<file path="src/rtl/imem_loader_pkg.sv">
// Shared types and constants for the instruction-memory loader and the memory it feeds.
package imem_loader_pkg;

  typedef enum logic [2:0] {
    IDLE,
    LEN_HI,
    LEN_LO,
    DATA,
    WRITE,
    END,
    DONE
  } state_t;

  localparam int WORD_BYTES = 4;
  localparam int ADDR_SHIFT = 2;
  localparam int IMEM_DEPTH = 256;

endpackage

</file>
<file path="src/rtl/imem_word_assembler.sv">
// Collects stream bytes MSB-first into a 32-bit instruction word.
module imem_word_assembler
  import imem_loader_pkg::*;
(
  input  logic        clk,
  input  logic        reset,
  input  logic        clear,
  input  logic        shift_en,
  input  logic [7:0]  byte_data,
  output logic [31:0] word,
  output logic [1:0]  byte_cnt,
  output logic        word_complete
);

  assign word_complete = shift_en && (byte_cnt == 2'(WORD_BYTES - 1));

  // word is left untouched outside shifts so it stays stable through the write cycle
  always_ff @(posedge clk or posedge reset) begin
    if (reset) begin
      word     <= '0;
      byte_cnt <= '0;
    end else if (clear) begin
      byte_cnt <= '0;
    end else if (shift_en) begin
      word     <= {word[23:0], byte_data};
      byte_cnt <= byte_cnt + 2'd1;
    end
  end

endmodule

</file>
<file path="src/rtl/imem_loader.sv">
// Byte-stream loader for the instruction memory: length header, MSB-first words, done/error.
// Optional trailing XOR checksum byte enabled by defining IMEM_LOADER_CHECKSUM_EN.
//
// state  | meaning
// IDLE   | waiting for start, no bytes accepted
// LEN_HI | accepting upper byte of word count
// LEN_LO | accepting lower byte of word count, range check
// DATA   | accepting instruction bytes
// WRITE  | one-cycle memory write strobe
// END    | checksum byte (when enabled) or single pass-through cycle
// DONE   | report result, return to IDLE
module imem_loader
  import imem_loader_pkg::*;
#(
  parameter int DEPTH = IMEM_DEPTH,
  parameter int LEN_W = 16
) (
  input  logic             clk,
  input  logic             reset,
  input  logic             start,
  input  logic             byte_valid,
  input  logic [7:0]       byte_data,
  output logic             byte_ready,
  output logic             we,
  output logic [31:0]      waddr,
  output logic [31:0]      wdata,
  output logic             busy,
  output logic             done,
  output logic             error,
  output logic [LEN_W-1:0] words_written
);

  state_t           state_q, state_d;
  logic [7:0]       len_hi_q;
  logic [LEN_W-1:0] len_q;
  logic [LEN_W-1:0] len_word;
  logic             done_q, err_q;
  logic             xfer, start_sess, set_err, shift_en;
  logic [1:0]       byte_cnt;
  logic             word_complete;

`ifdef IMEM_LOADER_CHECKSUM_EN
  logic [7:0]       csum_q;
`endif

  assign xfer     = byte_valid & byte_ready;
  assign len_word = LEN_W'({len_hi_q, byte_data});

  imem_word_assembler u_asm (
    .clk           (clk),
    .reset         (reset),
    .clear         (start_sess),
    .shift_en      (shift_en),
    .byte_data     (byte_data),
    .word          (wdata),
    .byte_cnt      (byte_cnt),
    .word_complete (word_complete)
  );

  always_comb begin
    state_d    = state_q;
    byte_ready = 1'b0;
    we         = 1'b0;
    start_sess = 1'b0;
    set_err    = 1'b0;
    shift_en   = 1'b0;
    case (state_q)
      IDLE: begin
        if (start) begin
          start_sess = 1'b1;
          state_d    = LEN_HI;
        end
      end
      LEN_HI: begin
        byte_ready = 1'b1;
        if (xfer) state_d = LEN_LO;
      end
      LEN_LO: begin
        byte_ready = 1'b1;
        if (xfer) begin
          if (32'(len_word) > 32'(DEPTH)) begin
            set_err = 1'b1;
            state_d = DONE;
          end else if (len_word == '0) begin
            state_d = END;
          end else begin
            state_d = DATA;
          end
        end
      end
      DATA: begin
        byte_ready = 1'b1;
        shift_en   = xfer;
        if (word_complete) state_d = WRITE;
      end
      WRITE: begin
        we      = 1'b1;
        state_d = (words_written + LEN_W'(1) == len_q) ? END : DATA;
      end
      END: begin
`ifdef IMEM_LOADER_CHECKSUM_EN
        byte_ready = 1'b1;
        if (xfer) begin
          set_err = (byte_data != csum_q);
          state_d = DONE;
        end
`else
        state_d = DONE;
`endif
      end
      DONE:    state_d = IDLE;
      default: state_d = IDLE;
    endcase
  end

  always_ff @(posedge clk or posedge reset) begin
    if (reset) begin
      state_q       <= IDLE;
      len_hi_q      <= '0;
      len_q         <= '0;
      words_written <= '0;
      done_q        <= 1'b0;
      err_q         <= 1'b0;
    end else begin
      state_q <= state_d;
      if (start_sess) begin
        words_written <= '0;
        done_q        <= 1'b0;
        err_q         <= 1'b0;
      end
      if (state_q == LEN_HI && xfer) len_hi_q <= byte_data;
      if (state_q == LEN_LO && xfer) len_q <= len_word;
      if (we) words_written <= words_written + LEN_W'(1);
      if (set_err) err_q <= 1'b1;
      if (state_q == DONE) done_q <= ~err_q;
    end
  end

`ifdef IMEM_LOADER_CHECKSUM_EN
  always_ff @(posedge clk or posedge reset) begin
    if (reset)           csum_q <= '0;
    else if (start_sess) csum_q <= '0;
    else if (shift_en)   csum_q <= csum_q ^ byte_data;
  end
`endif

  assign waddr = 32'(words_written) << ADDR_SHIFT;
  assign busy  = (state_q != IDLE) && (state_q != DONE);
  assign done  = done_q;
  assign error = err_q;

endmodule

</file>
<file path="config.mk">
export PLATFORM = sky130hd
export DESIGN_NAME = imem_loader
export DESIGN_NICKNAME = d
export VERILOG_FILES = /design/src/rtl/imem_loader_pkg.sv /design/src/rtl/imem_word_assembler.sv /design/src/rtl/imem_loader.sv
export SDC_FILE = /design/constraint.sdc
export NUM_CORES = 1
export LEC_CHECK = 0
export CAP_MARGIN = 20
export CORE_MARGIN = 8
export CORE_UTILIZATION = 50
export CTS_CLUSTER_DIAMETER = 60
export DETAILED_ROUTE_END_ITERATION = 7
export GPL_TIMING_DRIVEN = 0
export PLACE_DENSITY_LB_ADDON = 0.12
export RECOVER_POWER = 50
export SETUP_SLACK_MARGIN = 0.5
export SYNTH_ARGS = -nofsm -noshare
export SYNTH_HDL_FRONTEND = slang
export SYNTH_SLANG_ARGS = --single-unit
</file>
<file path="constraint.sdc">
create_clock -name clk -period 3.41 [get_ports clk]
set_input_delay 0.682 -clock clk [delete_from_list [all_inputs] [get_ports clk]]
set_output_delay 0.682 -clock clk [all_outputs]
set_load 0.02 [all_outputs]
</file>
==> results by group, run 1 <==
Flow run
  • # Max-Cap Violations: 1

Clocking
  • Worst-Skew Late Latency: 0.35 ns
  • Num CTS Buffers: 9
  • CTS Sinks: between 70 and 80
  • Clock buffer depth: 2
  • Root buffer cell: clkbuf_8
  • Setup repair bufs after CTS: 0
  • Worst-path clk slew: 0.08 ns
  • H-tree Lvls: 3
  • TritonCTS clock tree: done

Routing
  • # DRC: 0
  • DR vias: 3,484
  • Via/cell ratio: about 5.2
  • Iteration-0 DRC Markers: approximately 170
  • WL/cell: ~15 um
  • DRT antenna net count: 0
  • Wirelength, routed: about 10,000 um
  • Pre-antenna DRT Iters: 4

Timing
  • Final worst path period need: between 2 and 3 ns
  • Max Slew Vio Count: 37
  • Worst-Margin Slew: roughly 1.7 ns
  • Tcrit/Tclk final: 0.828
  • FMAX: between 300 and 400 MHz
  • Final setup fails: 0
  • Setup TNS: 0 ns
  • Final hold vios: 0
  • Layout Skew: 0.00830 ns
  • RSZ-0062 raised after global routing: no
  • Slew headroom: -0.131

Yosys
  • Mean Syn Cell Area: between 9 and 10 um^2
  • Top FF cell, synth: dfrtp_1
  • Synth Area in Compound Gates: 0.0966
  • Mapped Area: approximately 4100 um^2
  • Synth cell types: 48
  • Seq/Total Area, Yosys: 0.483
  • Number of flops mapped to enable cells by yosys: 0
  • Synth Area in XOR/XNOR: 0.0406
  • Yosys warns: 0
  • Share of the synthesized area in the top cell type: 0.483
  • Area leader, netlist: dfrtp_1
  • Main area contributors after synthesis: dfrtp_1 (48%), nand2_1 (11%), mux2_2 (6.6%), buf_4 (5.9%), o21ai_0 (3.1%)
  • FF+latch count, synth: 79
  • Simple-gate share of the synthesized area: 0.217
  • Adder-Cell Fraction of Synth Area: 0.00611
  • Combinational family with the most area after synthesis: simple AND/OR/NAND/NOR gates
  • Post-synth ARST share: 1.00
  • Mux contribution to synthesized area: 0.0685
  • Mapped Cells: between 400 and 500

Placed design
  • I/O Buffers: 80
  • RePlAce Congestion: about 0.87
  • Placed Cells: 651
  • Dpl hpwl: around 7800 um

Worst setup path
  • Cell family with most CP delay: buffers and inverters
  • Crit path depth: 6
  • Worst path most repeated cell: clkbuf_1
  • R2r worst-path depth: 8
  • Crit Path Class: input pin to register
  • CP required: between 3 and 4 ns
  • Critical-path top delay cell: dlygate4sd3_1
  • CP startpoint kind: input pin
  • Arr. time, crit path: ~3.1 ns
  • CP bufs+invs: 3
  • Delay of the slowest critical-path stage: about 0.63 ns
  • Critical-path cell list: dlygate4sd3_1, nor2b_1, and2_1, clkbuf_1, clkbuf_1, mux2_2
  • Critical path fanouts, max: 10
  • Worst setup EP type: register

Global routing
  • Total track usage: 0.181
  • Overflow after GRT: 0
  • Largest net degree at the start of global routing: 44
  • First-pass GRT wire length: roughly 17,000 um
  • Vias in the first global route: 3,291
  • Antenna violations before repair: 0

Power
  • Largest vdd supply drop: between 500 and 600 uV
  • Leak: 0.00248 uW
  • Tot Pwr: ~4200 uW
  • Cell Pwr Density: 785 nW/um^2

Floorplan
  • Die Width: approximately 110 um
  • Site Rows: 33
  • Die footprint: 11,300 um^2
  • Starting Density: 0.506
  • Number of top-level pins: between 90 and 100
  • Die Ht: approximately 110 um
  • Core area: 8090 um^2

Layout
  • Share of cells above drive strength 1: 0.146
  • Diode count: 0
  • Most frequent cells in the layout: nand2_1 (123), dfrtp_1 (79), clkdlybuf4s50_1 (51)
  • Post-route insts no fill: about 670
  • Area Overhead vs Synth: 29.8%
  • Most common cell after layout, fill and taps aside: nand2_1
  • Nets@finish: around 570

Run status
  • Status: complete, but fails checks
  • Failing checks: capacitance limit, slew limit

Worst hold path
  • Hold WC Path Type: register to register
  • Hold Crit Depth: 2
-- report_power, final --
part / internal, uW / leakage, uW / switching (uW)
logic: 840 / 0.00136 / 962
registers: 1300 / 0.00102 / 311
clock network: 415 / 0.000104 / 344
-- through the flow --
step	setup WS [ns]	hold WS, ns	utilization	area (um^2)
6_report	0.585	0.471	0.656	5310
5_1_grt	0.446	0.493	0.656	5310
4_1_cts	0.564	0.482	0.657	5320
3_5_place_dp	0.336	0.462	0.631	5100
3_3_place_gp	-0.535	0.458	0.628	5080
2_1_floorplan	0.705	0.467	-	4150
-- layer usage --
layer,vias up,routed length (um),track usage
met5,-,0,0
met4,0,167,0.0673
met3,17,767,0.0448
met2,118,4690,0.277
met1,1664,4540,0.243
li1,1685,-,-
-- worst reg2reg max path, delay by kind of cell, from the launching register on --
| kind | cells | cell delay (ns) |
|---|---|---|
| AOI/OAI and AO/OA | 1 | 0.15 |
| buffers and inverters | 2 | 0.44 |
| and+or+nand+nor | 4 | 1.42 |
| DFF | 1 | 0.37 |
| xor gates and xnor gates | 1 | 0.19 |
-- final cells by class --
type	count	area [um^2]
plain buffers	55	334
inverters	7	27.5
multi-input cells	324	1810
clock buffers	11	131
well taps	105	131
repair buffers	81	816
flip-flops and latches	79	1980
clock inverters	5	81.3
fillers	724	2780
-- flip-flops by register name, summed over array words and instances (netlist names) --
name,cells
u_asm.byte_cnt,2
u_asm.word,32
done,1
words_written,16
len_q,16
len_hi_q,8
error,1
state_q,3
-- cells in the mapped netlist (all sizes together) (3+ instances only) --
master    n
buf      38
o41ai     3
nand4     4
o21ai    25
nand2   123
clkbuf   17
nor2b     5
and4      3
o31ai     4
a31oi     4
o22ai     4
or3       4
inv       7
or4       5
nand3    10
nor3      3
dfrtp    79
nor2     23
mux2     24
and3      3
nor4      7
o211ai    3
a21oi    11
xor2      7
xnor2    12
-- cells by family after synthesis --
| group | count (synthesis) |
|---|---|
| other | 1 |
| adder cells (fa/ha/maj) | 2 |
| buffers and inverters | 62 |
| flip-flops | 79 |
| AO/OA/AOI/OAI | 64 |
| AND/OR/NAND/NOR | 198 |
| XOR/XNOR | 19 |
| multiplexers | 25 |
-- what timing repair did --
item / CTS / global route
resized for setup: 2 / 3
hold buffers: 0 / 0
hold endpoints to repair: 0 / 0
setup endpoints to repair: 1 / 1
-- final timing paths --
check                                  from                to  slack [ns]
hold reg to reg              u_asm.word[30]    u_asm.word[30]        0.47
hold / removal               u_asm.word[30]    u_asm.word[30]        0.47
setup / recovery                 byte_valid         len_q[15]        0.59
setup reg to reg           words_written[4]        state_q[2]        0.79
max in group asynchronous             reset       len_hi_q[4]        1.37
min in group asynchronous             reset  words_written[4]        1.20
No activity file was read; power rests on OpenSTA's default activity.
==> run 2, diff against run 1 <==
--- a/config.mk
+++ b/config.mk
@@ -7,7 +7,7 @@
 export LEC_CHECK = 0
 export CAP_MARGIN = 20
 export CORE_MARGIN = 8
-export CORE_UTILIZATION = 50
+export CORE_UTILIZATION = 45
 export CTS_CLUSTER_DIAMETER = 60
 export DETAILED_ROUTE_END_ITERATION = 7
 export GPL_TIMING_DRIVEN = 0
==> constraint.sdc (replaced) <==
create_clock -name clk -period 2.3 [get_ports clk]
set_input_delay 0.46 -clock clk [delete_from_list [all_inputs] [get_ports clk]]
set_output_delay 0.46 -clock clk [all_outputs]
set_load 0.02 [all_outputs]
==> run 2 against run 1 <==
Against the previous run:
- via count up 6.9%
- power up 53%
- design area up 9.8%
- count of clock-buffer cells in the layout up 1
- first-iteration DRC count unchanged
- utilization down 1.0 points
- setup slack worse by 0.54 ns
- the run now ends clean
- sequential share of layout area down 3.0 points
- hold slack better by 0.0089 ns
- global-route usage down 0.41 points
- highest routed layer unchanged
- register-to-register slack worse by 0.74 ns
==> results by group, run 2 (synthesis results as in run 1) <==
Power
  • Cell Pwr Density: around 1100 nW/um^2
  • Leak: approximately 0.0030 uW
  • Largest vdd supply drop: between 600 and 700 uV

Timing
  • Worst-Margin Slew: between 0.8 and 0.9 ns
  • Slew headroom: 0.432
  • Layout Skew: approximately 0.0085 ns
  • Final worst path period need: 2.25 ns
  • Max Slew Vio Count: 0
  • Final WS setup: 0.0474 ns
  • Tcrit/Tclk final: 0.979
  • Final setup fails: 0
  • RSZ-0062 raised after global routing: yes
  • Final hold vios: 0
  • FMAX: 444 MHz

Worst setup path
  • Critical-path cell list: ha_4, nand2_4, buf_6, nor4_2, mux2i_1, nand3_1, or4_1, nand2_1
  • CP startpoint kind: register
  • Worst flop-to-flop path endpoint: state_q[2]
  • Reg2reg start: words_written[0]
  • Arr. time, crit path: approximately 2.5 ns
  • R2r worst-path depth: 8
  • Critical-path top delay cell: or4_1
  • Worst setup EP type: register
  • Critical path fanouts, max: 8
  • CP required: approximately 2.6 ns
  • Delay of the slowest critical-path stage: roughly 0.5 ns
  • Crit Path Class: register to register
  • R2r setup slk: 0.05 ns

Routing
  • DR vias: 3,724
  • # DRC: 0
  • Iteration-0 DRC Markers: between 150 and 200
  • WL/cell: 15.7 um
  • Pre-antenna DRT Iters: 4
  • DRT antenna net count: 0
  • Wirelength, routed: 11,300 um
  • Via/cell ratio: 5.17

Floorplan
  • Die footprint: approximately 12,000 um^2
  • Starting Density: 0.454
  • Core area: between 9000 and 10,000 um^2
  • Number of top-level pins: between 90 and 100
  • Site Rows: 35
  • Die Width: approximately 110 um
  • Die Ht: 111 um

Placed design
  • DP Area: 5210 um^2
  • I/O Buffers: 80
  • Dpl ws: -0.269 ns
  • Dpl hpwl: roughly 8000 um
  • RePlAce Congestion: 0.860

Layout
  • Top reg by flops: u_asm.word
  • Diode count: 0
  • Number of flip-flops in the largest register: 32
  • Most common cell after layout, fill and taps aside: nand2_1
  • Area Overhead vs Synth: 42.4%
  • Most frequent cells in the layout: nand2_1 (121), buf_4 (74), dfrtp_1 (64)
  • Nets@finish: about 620
  • Top flop regs: u_asm.word (32), len_q (16), words_written (16)
  • Share of cells above drive strength 1: 0.302
  • Post-route cell area: 5830 um^2

Worst hold path
  • Hold Crit Depth: 2
  • Hold WC Path Type: register to register
  • Hold path endpoint: u_asm.word[25]
  • Hold Crit Start: u_asm.word[25]

Clocking
  • H-tree Lvls: 3
  • CTS Sinks: between 70 and 80
  • CTS Hold Buffers Added: 0
  • Worst-path clk slew: 0.08 ns
  • Root buffer cell: clkbuf_8
  • Worst-Skew Late Latency: roughly 0.34 ns
  • Clock buffer depth: 2
  • TritonCTS clock tree: done
  • Num CTS Buffers: 9

Global routing
  • Largest net degree at the start of global routing: 42
  • First-pass GRT wire length: 18,400 um
  • Overflow after GRT: 0
  • Total track usage: 0.177
  • Antenna violations before repair: 0
  • Vias in the first global route: roughly 3,700

Flow run
  • # Max-Cap Violations: 0

Run status
  • Status: finished, final reports clean
-- run 2: cell type report --
cell class | instances | area [um^2]
multi-input combinational | 324 | 1990
sequential | 79 | 2000
clock buffer | 12 | 135
timing repair buffer | 129 | 1060
inverter | 7 | 37.5
buffer | 55 | 445
fill | 774 | 3190
tap | 111 | 139
clock inverter | 4 | 31.3
-- run 2: critical path: cells and delay by family, from the launching register on --
kind	cells	cell delay, ns
DFF	1	0.43
buffers and inverters	1	0.14
adders and majority gates	1	0.19
muxes	1	0.32
and+or+nand+nor	5	1.12
-- run 2: power by group --
| part | switching (uW) | internal [uW] | total (uW) |
|---|---|---|---|
| registers | 482 | 1930 | 2410 |
| clock network | 506 | 397 | 903 |
| logic | 1630 | 1450 | 3080 |
| total | 2620 | 3780 | 6400 |
-- run 2: how the worst max path moves through the flow --
stage / slack, ns / start / end
finish: 0.05 / words_written[0] / state_q[2]
global route: -0.07 / words_written[0] / state_q[2]
CTS: 0.12 / state_q[1] / we
detailed placement: -0.27 / state_q[1] / we
global placement: -0.27 / state_q[1] / we
floorplan: 0.14 / words_written[0] / state_q[2]
-- run 2: repair_timing --
action	4_1_cts	5_1_grt
pin swaps	8	8
setup buffers	31	17
endpoints found under the hold margin	0	0
setup endpoints to repair	138	82
resized for setup	124	65
-- run 2: through the flow --
step | util | cells | TNS, ns | hold WS (ns) | total power, uW
after floorplan | - | 465 | 0 | 0.467 | 4080
after global placement | 0.575 | 656 | -7.97 | 0.459 | 5140
after detailed placement | 0.577 | 657 | -7.49 | 0.462 | 5250
after CTS | 0.629 | 704 | 0 | 0.483 | 6290
after global routing | 0.646 | 721 | -0.0664 | 0.505 | 6820
final | 0.646 | 721 | 0 | 0.480 | 6400
-- run 2: per-layer routing --
layer  routed length (um)  GRT usage
met5                    0          0
met4                  172     0.0587
met3                  645     0.0409
met2                 5560      0.294
met1                 4930      0.221
==> run 3, diff against run 2 <==
--- a/config.mk
+++ b/config.mk
@@ -13,7 +13,7 @@
 export GPL_TIMING_DRIVEN = 0
 export PLACE_DENSITY_LB_ADDON = 0.12
 export RECOVER_POWER = 50
-export SETUP_SLACK_MARGIN = 0.5
+export SETUP_SLACK_MARGIN = 0.05
 export SYNTH_ARGS = -nofsm -noshare
 export SYNTH_HDL_FRONTEND = slang
 export SYNTH_SLANG_ARGS = --single-unit
==> run 3 against run 2 <==
Against the previous run:
- critical path depth fell by 2
- combinational power fell by 6.8%
- sequential power barely moved
- largest cell class unchanged
- setup slack got worse by 0.020 ns
- utilization fell by 2.7 points
- largest power group unchanged
- via count fell by 4.1%
- first-iteration DRC count fell by 9.8%
- sequential share of layout area rose by 1.4 points
==> results by group, run 3 (synthesis results as in run 1) <==
Run status
  • Status: finished, final reports clean

Routing
  • Iteration-0 DRC Markers: roughly 160
  • Via/cell ratio: ~5.2
  • DR vias: between 3,000 and 4,000
  • DRT antenna net count: 0
  • Wirelength, routed: 10,600 um
  • Pre-antenna DRT Iters: 4
  • WL/cell: 15.5 um
  • # DRC: 0

Clocking
  • H-tree Lvls: 3
  • TritonCTS clock tree: done
  • Num CTS Buffers: 9
  • Worst-Skew Late Latency: 0.35 ns
  • Root buffer cell: clkbuf_8
  • CTS Sinks: 79
  • Clock buffer depth: 2
  • Worst-path clk slew: 0.09 ns

Floorplan
  • Die Width: about 110 um
  • Die footprint: 12,400 um^2
  • Die Ht: between 100 and 150 um
  • Starting Density: 0.454
  • Core area: 9020 um^2
  • Site Rows: 35
  • Number of top-level pins: 97

Timing
  • Final setup fails: 0
  • Worst-Margin Slew: slightly below 0.8 ns
  • Final hold vios: 0
  • Slew headroom: 0.475
  • Setup TNS: 0 ns
  • FMAX: 440 MHz
  • Final worst path period need: ~2.3 ns
  • Layout Skew: between 0.01 and 0.015 ns
  • Tcrit/Tclk final: 0.988
  • Max Slew Vio Count: 0
  • RSZ-0062 raised after global routing: yes

Power
  • Psw: approximately 2500 uW
  • Flop pwr share: 0.379
  • Internal power: 3830 uW
  • Sw frac: 0.399
  • Cell Pwr Density: 1140 nW/um^2
  • Clk network pwr share: 0.169
  • Leak: around 0.0026 uW
  • Tot Pwr: 6360 uW
  • Comb power frac: 0.451
  • Largest vdd supply drop: 657 uV

Global routing
  • Total track usage: 0.171
  • Antenna violations before repair: 1
  • First-pass GRT wire length: about 18,000 um
  • Largest net degree at the start of global routing: between 40 and 50
  • Overflow after GRT: 0
  • Vias in the first global route: ~3,500

Placed design
  • RePlAce Congestion: between 0.8 and 0.9
  • Dpl hpwl: roughly 8000 um
  • I/O Buffers: 80

Layout
  • Top flop regs: u_asm.word (32), len_q (16), words_written (16)
  • Area Overhead vs Synth: 36.4%
  • Diode count: 0
  • Top reg by flops: u_asm.word
  • # fillers: 830
  • Nets@finish: 583
  • Multi-input combinational cell area: 1940 um^2
  • Share of cells above drive strength 1: 0.218
  • Most common cell after layout, fill and taps aside: nand2_1
  • Most frequent cells in the layout: nand2_1 (122), dfrtp_1 (69), clkdlybuf4s50_1 (65)
  • FF+latch area: around 2000 um^2
  • Number of flip-flops in the largest register: 32

Worst setup path
  • Arr. time, crit path: 2.56 ns
  • Worst setup EP type: register
  • Reg2reg start: words_written[9]
  • CP startpoint kind: register
  • CP required: around 2.6 ns
  • Crit Path Class: register to register
  • R2r setup slk: approximately 0.028 ns
  • Worst flop-to-flop path endpoint: state_q[2]
  • Critical path fanouts, max: 8
  • R2r worst-path depth: 6

Worst hold path
  • Hold Crit Depth: 2
  • Hold WC Path Type: register to register
  • Hold Crit Start: u_asm.word[25]
  • Hold path endpoint: u_asm.word[25]

Flow run
  • # Max-Cap Violations: 0
run 3: cell types whose count changed in the layout (fill, tap and decap cells not counted), sizes merged:
cell           previous run  this run
dlygate4sd3               1        11
inv                       7         9
clkinvlp                  4         2
bufinv                    0         1
clkbuf                   32        25
clkdlybuf4s15             2         1
dlygate4sd2              52         1
buf                      96        52
clkinv                    0         2
dlymetal6s2s              1         2
clkdlybuf4s50            12        65
run 3: metrics by stage:
stage          utilization  hold slack [ns]  instance area, um^2  std cells  setup slack (ns)
3_3_place_gp         0.568            0.459                 5120        656            -0.562
6_report             0.619            0.476                 5580        685            0.0277
2_1_floorplan            -            0.467                 4180        465            0.0566
4_1_cts              0.611            0.489                 5510        682            0.0606
5_1_grt              0.619            0.500                 5580        685           -0.0590
3_5_place_dp         0.570            0.467                 5140        657            -0.550
run 3: worst max path at each step:
stage                                start             end  slack, ns  cells after the start
after CTS                 words_written[3]      state_q[2]       0.06                      7
after global routing            byte_valid  u_asm.word[17]      -0.06                      7
after global placement          byte_valid        len_q[6]      -0.56                      6
after floorplan           words_written[0]      state_q[2]       0.06                      8
final                     words_written[9]      state_q[2]       0.03                      6
after detailed placement        byte_valid        len_q[3]      -0.55                      6
run 3: metal layers:
| layer | global-route usage | part of all wire | wire (um) |
|---|---|---|---|
| met3 | 0.0554 | 0.070 | 743 |
| met1 | 0.211 | 0.43 | 4520 |
| met4 | 0.0427 | 0.0092 | 97 |
| met2 | 0.281 | 0.49 | 5220 |
| met5 | 0 | 0.0012 | 13 |
run 3: critical path, cell delays in order, from the launching register on:
cell and delay (ns):
dfrtp_1 0.52, nand3_1 0.20, o31a_1 0.29, or2_0 0.20
a2111o_1 0.43, or4_1 0.49, nand2_1 0.08
run 3: final cells by class:
type                       instances  share of cell area
clock inverter                     7              0.0143
clock buffer                       9              0.0222
buffer                            53              0.0661
timing repair buffer              95               0.164
tap                              111              0.0249
inverter                           7             0.00538
sequential                        79               0.356
multi-input combinational        324               0.347
run 3: power groups by stage:
| stage | Combinational [uW] | Sequential (uW) | Clock (uW) |
|---|---|---|---|
| 2_1_floorplan | 1430 | 2630 | 0 |
| 3_3_place_gp | 2710 | 2410 | 0 |
| 3_5_place_dp | 2770 | 2440 | 0 |
| 4_1_cts | 2900 | 2400 | 1110 |
| 5_1_grt | 3130 | 2490 | 1160 |
| 6_report | 2870 | 2410 | 1080 |
run 3: what timing repair did:
item                       in CTS  in global routing
gates cloned                    0                  0
gates resized for setup        32                 21
buffers inserted               11                  3
pin swaps                       5                  1
hold buffers                    0                  0
setup endpoints to repair      23                 16
